===== config.mk =====
export PLATFORM = sky130hd
export DESIGN_NAME = chess_clock
export DESIGN_NICKNAME = d
export VERILOG_FILES = /design/src/rtl/chess_pkg.sv /design/src/rtl/bcd_mmss_dec.sv /design/src/rtl/chess_clock.sv
export SDC_FILE = /design/constraint.sdc
export NUM_CORES = 1
export LEC_CHECK = 0
export CORE_AREA = 10 10 125 127
export DETAILED_ROUTE_END_ITERATION = 8
export DIE_AREA = 0 0 135 137
export GPL_TIMING_DRIVEN = 0
export HOLD_SLACK_MARGIN = 0.08
export PLACE_DENSITY = 0.43
export SLEW_MARGIN = 10
export SYNTH_ARGS = -nofsm -noshare
export SYNTH_HDL_FRONTEND = slang
export SYNTH_SLANG_ARGS = --single-unit

===== constraint.sdc =====
create_clock -name clk -period 3.2 [get_ports clk]
set_clock_uncertainty 0.05 [all_clocks]
set_input_delay 0.32 -clock clk [delete_from_list [all_inputs] [get_ports clk]]
set_output_delay 0.32 -clock clk [all_outputs]
set_load 0.01 [all_outputs]

===== src/rtl/chess_pkg.sv =====
// Shared constants for the chess clock: FSM encodings, BCD digit limits and
// the packed mm:ss layout used by both sides' displays.
package chess_pkg;

  localparam int NIB_W = 4;

  localparam logic [NIB_W-1:0] DIGIT_MAX  = 4'd9;
  localparam logic [NIB_W-1:0] S_TENS_MAX = 4'd5;

  localparam logic [1:0] ST_IDLE    = 2'd0;
  localparam logic [1:0] ST_RUN     = 2'd1;
  localparam logic [1:0] ST_PAUSED  = 2'd2;
  localparam logic [1:0] ST_TIMEOUT = 2'd3;

  typedef struct packed {
    logic [NIB_W-1:0] m_tens;
    logic [NIB_W-1:0] m_units;
    logic [NIB_W-1:0] s_tens;
    logic [NIB_W-1:0] s_units;
  } mmss_t;

  // Builds the {m_tens, m_units, 0, 0} display word for a whole number of minutes.
  function automatic logic [4*NIB_W-1:0] mmss_load(input int minutes);
    return {NIB_W'(minutes / 10), NIB_W'(minutes % 10), {2*NIB_W{1'b0}}};
  endfunction

endpackage


===== src/rtl/bcd_mmss_dec.sv =====
// Combinational one-second decrement of a BCD mm:ss word with zero detect on
// the result. A 00:00 input is held at 00:00 rather than wrapping.
module bcd_mmss_dec
  import chess_pkg::*;
(
  input  logic [4*NIB_W-1:0] time_in,
  output logic [4*NIB_W-1:0] time_out,
  output logic               dec_zero
);

  mmss_t cur;
  mmss_t nxt;

  assign cur = mmss_t'(time_in);

  always_comb begin
    nxt = cur;
    if (time_in != '0) begin
      if (cur.s_units != '0) begin
        nxt.s_units = cur.s_units - 4'd1;
      end else begin
        nxt.s_units = DIGIT_MAX;
        if (cur.s_tens != '0) begin
          nxt.s_tens = cur.s_tens - 4'd1;
        end else begin
          nxt.s_tens = S_TENS_MAX;
          if (cur.m_units != '0) begin
            nxt.m_units = cur.m_units - 4'd1;
          end else begin
            nxt.m_units = DIGIT_MAX;
            nxt.m_tens  = cur.m_tens - 4'd1;
          end
        end
      end
    end
  end

  assign time_out = nxt;
  assign dec_zero = (nxt == '0);

endmodule


===== src/rtl/chess_clock.sv =====
// Two-sided chess clock: one-second prescaler, per-side BCD mm:ss countdown,
// pause/resume, and sticky flags when a side runs out of time.
module chess_clock
  import chess_pkg::*;
#(
  parameter int CLK_HZ    = 50000000,
  parameter int START_MIN = 5
) (
  input  logic        clk,
  input  logic        reset_n,
  input  logic        start,
  input  logic        move_done,
  input  logic        pause,
  output logic [15:0] time_w,
  output logic [15:0] time_b,
  output logic        turn,
  output logic        running,
  output logic        flag_w,
  output logic        flag_b
);

  localparam int              PW        = $clog2(CLK_HZ);
  localparam logic [PW-1:0]   PRESC_MAX = PW'(CLK_HZ - 1);
  localparam logic [15:0]     LOAD_TIME = mmss_load(START_MIN);

  logic [1:0]    state, state_n;
  logic [PW-1:0] presc, presc_n;
  logic [15:0]   time_w_n, time_b_n;
  logic          turn_n, running_n, flag_w_n, flag_b_n;

  logic [15:0]   w_dec, b_dec;
  logic          w_zero, b_zero;
  logic          tick, expire;

  bcd_mmss_dec u_dec_w (
    .time_in  (time_w),
    .time_out (w_dec),
    .dec_zero (w_zero)
  );

  bcd_mmss_dec u_dec_b (
    .time_in  (time_b),
    .time_out (b_dec),
    .dec_zero (b_zero)
  );

  assign tick   = (state == ST_RUN) && (presc == PRESC_MAX);
  assign expire = tick && (turn ? b_zero : w_zero);

  always_comb begin
    state_n  = state;
    presc_n  = presc;
    time_w_n = time_w;
    time_b_n = time_b;
    turn_n   = turn;
    flag_w_n = flag_w;
    flag_b_n = flag_b;
    case (state)
      ST_IDLE, ST_TIMEOUT: begin
        if (start) begin
          state_n  = ST_RUN;
          presc_n  = '0;
          time_w_n = LOAD_TIME;
          time_b_n = LOAD_TIME;
          turn_n   = 1'b0;
          flag_w_n = 1'b0;
          flag_b_n = 1'b0;
        end
      end
      ST_RUN: begin
        presc_n = tick ? '0 : presc + PW'(1);
        // The tick always charges the side that was moving, even when a
        // move_done or pause arrives in the same cycle.
        if (tick) begin
          if (!turn) time_w_n = w_dec;
          else       time_b_n = b_dec;
        end
        if (expire) begin
          state_n = ST_TIMEOUT;
          if (!turn) flag_w_n = 1'b1;
          else       flag_b_n = 1'b1;
        end else if (pause) begin
          state_n = ST_PAUSED;
          if (!tick) presc_n = presc;
        end else if (move_done) begin
          turn_n  = ~turn;
          presc_n = '0;
        end
      end
      ST_PAUSED: begin
        if (pause) state_n = ST_RUN;
      end
      default: state_n = ST_IDLE;
    endcase
    running_n = (state_n == ST_RUN);
  end

  always_ff @(posedge clk or negedge reset_n) begin
    if (!reset_n) begin
      state   <= ST_IDLE;
      presc   <= '0;
      time_w  <= LOAD_TIME;
      time_b  <= LOAD_TIME;
      turn    <= 1'b0;
      running <= 1'b0;
      flag_w  <= 1'b0;
      flag_b  <= 1'b0;
    end else begin
      state   <= state_n;
      presc   <= presc_n;
      time_w  <= time_w_n;
      time_b  <= time_b_n;
      turn    <= turn_n;
      running <= running_n;
      flag_w  <= flag_w_n;
      flag_b  <= flag_b_n;
    end
  end

endmodule


# ---- Word-level counts from Yosys, hierarchy flattened
# Index checks and enable logic that the tools add are counted.
dict set report op_classes {
  reduce_logical 21
  bitwise_logic 1
  n_eq_ne 14
  mux 45
  add_sub_neg 9
}
# cell n
set ops {}
lappend ops {{$mux W26} 6}
lappend ops {{$mux W16} 7}
lappend ops {{$pmux W16 S2} 2}
lappend ops {{$pmux W26 S2} 1}
lappend ops {{$logic_not A16 Y1} 2}
lappend ops {{$mux W4} 8}
lappend ops {{$reduce_bool A16 Y1} 2}
lappend ops {{$sub A4 B1 Y4 const B} 8}
lappend ops {{$add A26 B1 Y26 const B} 1}
lappend ops {{$eq A26 B26 Y1 const B} 1}
lappend ops {{$mux W12} 2}
lappend ops {{$reduce_bool A4 Y1} 6}
lappend ops {{$mux W8} 2}
lappend ops {{$ne A2 B2 Y1 const B} 8}
lappend ops {{$reduce_and A4 Y1} 4}
lappend ops {{$mux W1} 9}
lappend ops {{$mux W2} 4}
lappend ops {{$pmux W1 S2} 3}
lappend ops {{$pmux W2 S3} 1}
lappend ops {{$reduce_and A5 Y1} 1}
lappend ops {{$eq A2 B1 Y1 const B} 2}
lappend ops {{$eq A2 B2 Y1 const B} 2}
lappend ops {{$ne A4 B4 Y1 const B} 1}
lappend ops {{$reduce_and A3 Y1} 1}
lappend ops {{5 further kinds} 6}
dict set report word_totals {
  elab_cells 98
  ff_bits 64
  inputBits 5
}

# ---- Depth between registers and ports, before layout
dict set report depth {
  word_depth 11
  depth_mapped 10
}

# ---- Cells and area by module
# From an unflattened synthesis, not the netlist that was laid out.
dict set report unflattened {
  cells_unflattened 478
  area_unflattened_um2 4090.2
}
# module seq_area_each_um2 cells_per_inst instances area_each_um2
set by_module_without_submodules {}
lappend by_module_without_submodules {chess_clock 1606.5 344 1 3274.4}
lappend by_module_without_submodules {bcd_mmss_dec 0.0 67 2 407.9}

# ---- Worst setup path before layout
# OpenSTA, ideal clock, no wires.
dict set report synth_timing {
  path_type {reg-to-reg}
  start {register time_w[0]}
  end {register running}
  path_slack_ps 617
  stages_incl_launch_ff 11
  setup_ps 69
  arrival_ps 2464
  t_required_ps 3081
  period_less_slack_ps 2583
  path_cell_list {dfrtp_1 > buf_6 > or4_1 > buf_2 > or4_4 > o21bai_4 > o2111ai_2 > o32ai_2 > nor2b_4 > o31a_1 > nor2b_2}
}
dict set report synth_via {
  elab_chain_cells 9
  elab_cells_between_ends 12
  cone_classes {1 x add/sub; 1 x eq/ne; 6 x mux; 4 x reduce/logical}
}
# element line
set synth_lines {}
lappend synth_lines {{start: declaration} chess_clock.sv:14} ;# output logic [15:0] time_w,
lappend synth_lines {{start signal: assignment} chess_clock.sv:111} ;# time_w <= time_w_n;
lappend synth_lines {{$sub A4 B1 Y4 / $reduce_bool A4 Y1 (equally long branches)} {bcd_mmss_dec.sv:20, bcd_mmss_dec.sv:19}}
lappend synth_lines {{$mux W4 / $mux W12 (equally long branches)} bcd_mmss_dec.sv:19} ;# if (cur.s_units != '0) begin
lappend synth_lines {{$mux W16 *} bcd_mmss_dec.sv:18} ;# if (time_in != '0) begin
lappend synth_lines {{$logic_not A16 Y1 *} bcd_mmss_dec.sv:39} ;# assign dec_zero = (nxt == '0);
lappend synth_lines {{$mux W1 *} chess_clock.sv:48} ;# assign expire = tick && (turn ? b_zero : w_zero);
lappend synth_lines {{$logic_and A1 B1 Y1 *} chess_clock.sv:48}
lappend synth_lines {{$mux W2 *} chess_clock.sv:78} ;# if (expire) begin
lappend synth_lines {{$pmux W2 S3 *} chess_clock.sv:58} ;# case (state)
lappend synth_lines {{named net state_n[1]} chess_clock.sv:26} ;# logic [1:0] state, state_n;
lappend synth_lines {{$eq A2 B1 Y1 *} chess_clock.sv:95} ;# running_n = (state_n == ST_RUN);
lappend synth_lines {{named net running_n} chess_clock.sv:29} ;# logic turn_n, running_n, flag_w_n, flag_b_n;
lappend synth_lines {{end signal: assignment} chess_clock.sv:114} ;# running <= running_n;
lappend synth_lines {{end: declaration} chess_clock.sv:17} ;# output logic running,
# The timed path passes the listed nets; every way through them passes the cells marked *.
# A chain may end at the register's enable or synchronous reset.

# ---- Worst setup path in the final report
dict set report layout_timing {
  start {register presc[11]}
  end {register presc[9]}
}
dict set report layout_via {
  elab_chain_cells 7
  elab_cells_between_ends 11
  cone_classes {2 x eq/ne; 6 x mux; 3 x reduce/logical}
}
# element line
set layout_lines {}
lappend layout_lines {{start: declaration} chess_clock.sv:27} ;# logic [PW-1:0] presc, presc_n;
lappend layout_lines {{start signal: assignment} chess_clock.sv:110} ;# presc <= presc_n;
lappend layout_lines {{$eq A26 B26 Y1 *} chess_clock.sv:47} ;# assign tick = (state == ST_RUN) && (presc == PRESC_MAX);
lappend layout_lines {{$logic_and A1 B1 Y1 *} chess_clock.sv:47}
lappend layout_lines {{$mux W26} chess_clock.sv:71} ;# presc_n = tick ? '0 : presc + PW'(1);
lappend layout_lines {{$mux W26, on equally long branches} {chess_clock.sv:85, chess_clock.sv:84}}
lappend layout_lines {{$mux W26} chess_clock.sv:82} ;# end else if (pause) begin
lappend layout_lines {{$mux W26} chess_clock.sv:78}
lappend layout_lines {{$pmux W26 S2} chess_clock.sv:58}
# Every way passes the cells marked *; elsewhere a longest branch is shown, timed or not. The select of a mux whose other input is x is not followed.

==> flow_metrics.env <==
export IMPL_antenna_left=0
export IMPL_crit_arrival_ns=3.13
export IMPL_relSlewSlack_pct=52.8
export IMPL_synth_seq_cells=64
export IMPL_start_util_pct=29.7
export IMPL_path_buf_inv=4
export IMPL_wl_met3_um=425
export IMPL_dp_hpwl_mm=8.03
export IMPL_drt_first_pass_iters=4
export IMPL_yosysSeqAreaShare_pct=41.3
export IMPL_critPathMaxStageDelay_ns=0.52
export IMPL_crit_slowest_cell="or4b_1"
export IMPL_grt_usage_pct=12.8
export IMPL_cts_buffers=9
export IMPL_worstPathCellList="clkbuf_1, nor2_1, or4b_1, nor4_4, buf_4, or2_2, clkbuf_1, buf_2, nor2_1, o21ai_0, o21ai_0"
export IMPL_worstReg2RegStart="presc[11]$_DFFE_PN0P_"
export IMPL_syn_inst=459
export IMPL_grt_overflow_total=0
export IMPL_critPathMaxFanout=10
export IMPL_fin_crit_ns=2.97
export IMPL_clk_pin_slew_worst_paths_ns=0.06
export IMPL_synthFlopType="dfrtp_1"
export IMPL_ir_worst_vdd_v=0.000246
export IMPL_crit_family="simple AND/OR/NAND/NOR gates"
export IMPL_drt_iter0_drc=225
export IMPL_synthArstFlopShare_pct=100
export IMPL_numPortBuffers=40
export IMPL_htree_levels=3
export IMPL_met2_length_mm=5.33
export IMPL_io_pins=41
export IMPL_die_area_mm2=0.0185
export IMPL_coreArea_mm2=0.0131
export IMPL_endpoint_kind="register"
export IMPL_yosysWarnings=0
export IMPL_rsz0062_at_grt="no"
export IMPL_grt_pass1_wl_mm=19.1
export IMPL_synth_top_cell_area_share_pct=38.6
export IMPL_drv_cap=0
export IMPL_syn_nets=471
export IMPL_dp_slack_ns=-0.0129
export IMPL_grt_start_max_net_pins=34
export IMPL_via_per_inst=5.16
export IMPL_finalSetupViolations=0
export IMPL_finalSetupTns_ns=0
export IMPL_synth_area_mm2=0.00389
export IMPL_totalWireLength_mm=11.3
export IMPL_worstReg2RegEnd="presc[9]$_DFFE_PN0P_"
export IMPL_routed_top_layer="met4"
export IMPL_yosysMostFrequentCell="o21ai_0"
export IMPL_grt_pass1_vias=3552
export IMPL_die_w_um=135
export IMPL_path_class="register to register"
export IMPL_hp_class="primary input to asynchronous set/reset pin"
export IMPL_place_congestion=0.826
export IMPL_met1_length_mm=5.32
export IMPL_reg2reg_depth=11
export IMPL_drc=0
export IMPL_rows=42
export IMPL_hold_viol_final=0
export IMPL_worstMarginPinSlew_ns=0.701
export IMPL_wire_per_inst_um=16.2
export IMPL_synthTopCellsByCount="69 x o21ai_0, 60 x dfrtp_1, 55 x nand2_1"
export IMPL_num_vias=3587
export IMPL_clk_latency_ns=0.34
export IMPL_power_density_mw_per_mm2=548
export IMPL_antenna_found_initial=0
export IMPL_cts_tree="built"
export IMPL_startpoint_type="register"
export IMPL_synth_edf_count=0
export IMPL_drive_gt1_share_pct=9.83
export IMPL_antennaDiodeCount=0
export IMPL_syn2layout_area_growth_pct=25.3
export IMPL_worst_ep_required_time_ns=3.36
export IMPL_post_route_period_util_pct=92.9
export IMPL_yosysTopAreaCell="dfrtp_1"
export IMPL_drv_slew=0
export IMPL_cts_sinks=64
export IMPL_fin_nets=526
export IMPL_max_freq_mhz=336
export IMPL_synth_area_leaders="dfrtp_1 39%, o21ai_0 8.9%, nand2_1 5.3%"
export IMPL_setup_slack_ns=0.227
export IMPL_status="finished, final reports clean"
export IMPL_syn_avg_cell_area_um2=8.48
export IMPL_synth_cell_types=63
export IMPL_rrSetupSlack_ns=0.23
export IMPL_cts_buffer_depth=2
export IMPL_clock_root_buffer="clkbuf_16"
export IMPL_p_leak_nw=1.98
export IMPL_die_h_um=137
## worst max-delay path by stage
stage / slack (ns) / depth (start not counted) / startpoint / end
2_1_floorplan: 0.62 / 10 / time_w[0]$_DFFE_PN0P_ / running$_DFF_PN0_
3_3_place_gp: -0.64 / 1 / reset_n / presc[17]$_DFFE_PN0P_
3_5_place_dp: -0.01 / 8 / presc[0]$_DFFE_PN0P_ / presc[25]$_DFFE_PN0P_
4_1_cts: 0.05 / 10 / presc[0]$_DFFE_PN0P_ / presc[19]$_DFFE_PN0P_
5_1_grt: 0.01 / 11 / presc[11]$_DFFE_PN0P_ / presc[14]$_DFFE_PN0P_
6_report: 0.23 / 11 / presc[11]$_DFFE_PN0P_ / presc[9]$_DFFE_PN0P_
## placed cells by master (no fill, tap or decap), drive strengths merged, types with 3 or more instances in the layout
cell type / n
nor4b: 5
o31ai: 12
clkbuf: 29
o21bai: 4
nor4: 15
nand3: 15
and3: 6
or4b: 3
a31oi: 7
inv: 15
nor2b: 7
a21oi: 19
ha: 7
nand2: 55
nor2: 50
buf: 8
o41ai: 3
clkdlybuf4s50: 39
mux2i: 4
nand2b: 7
nor3: 12
dfrtp: 60
a21o: 4
o21ai: 71
dfstp: 4
xnor2: 4
or2: 5
or4: 4
nand4: 8
nor3b: 4
o21a: 4
## metrics by stage
stage / area, um^2 / hold WS (ns) / util (%) / power, mW / cells
after CTS: 4850 / 0.432 / 37.1 / 2.72 / 693
after global placement: 4510 / 0.422 / 34.5 / 1.70 / 675
after detailed placement: 4530 / 0.259 / 34.6 / 1.70 / 676
after global routing: 4880 / 0.475 / 37.3 / 2.86 / 695
final: 4880 / 0.426 / 37.3 / 2.67 / 695
after floorplan: 3890 / -0.0256 / - / 1.41 / 459
## kinds of logic after synthesis
| logic type | count (synthesis) | synth area share, % |
|---|---|---|
| AOI/OAI and AO/OA | 139 | 22.1 |
| xor gates and xnor gates | 4 | 0.900 |
| adders and majority gates | 7 | 2.25 |
| buffers and inverters | 34 | 3.54 |
| DFF | 64 | 41.3 |
| muxes | 5 | 1.32 |
| and+or+nand+nor | 206 | 28.6 |
## power breakdown
group	switching, mW	internal, mW	total, mW	leakage (nW)
combinational	0.535	0.249	0.785	0.953
clock	0.366	0.627	0.994	0.155
sequential	0.0451	0.848	0.893	0.872
## registers in the layout (all words and copies together) (netlist names)
signal and cells:
presc 26, flag_w 1, time_w 16, time_b 16
state 2, running 1, flag_b 1, turn 1
## cell type report
class / instances / area [um^2]
fillers: 1331 / 8210
multi-input cells: 361 / 2160
flip-flops and latches: 64 / 1610
repair buffers: 45 / 450
clock buffers: 14 / 294
well taps: 176 / 220
plain buffers: 18 / 77.6
inverters: 15 / 56.3
clock inverters: 2 / 10.0
## per-layer routing
| metal | vias to the layer above | track usage [%] |
|---|---|---|
| met4 | 0 | 5.26 |
| met2 | 60 | 20.4 |
| li1 | 1801 | - |
| met5 | - | 0 |
| met3 | 14 | 2.35 |
| met1 | 1712 | 16.9 |
## what timing repair did
action	CTS	global route
hold endpoints to repair	30	0
setup endpoints to repair	1	17
pin swaps	0	1
hold buffers	1	0
buffers inserted	0	3
gates resized for setup	1	1
gates cloned	0	0
No activity file was read; power rests on OpenSTA's default activity.
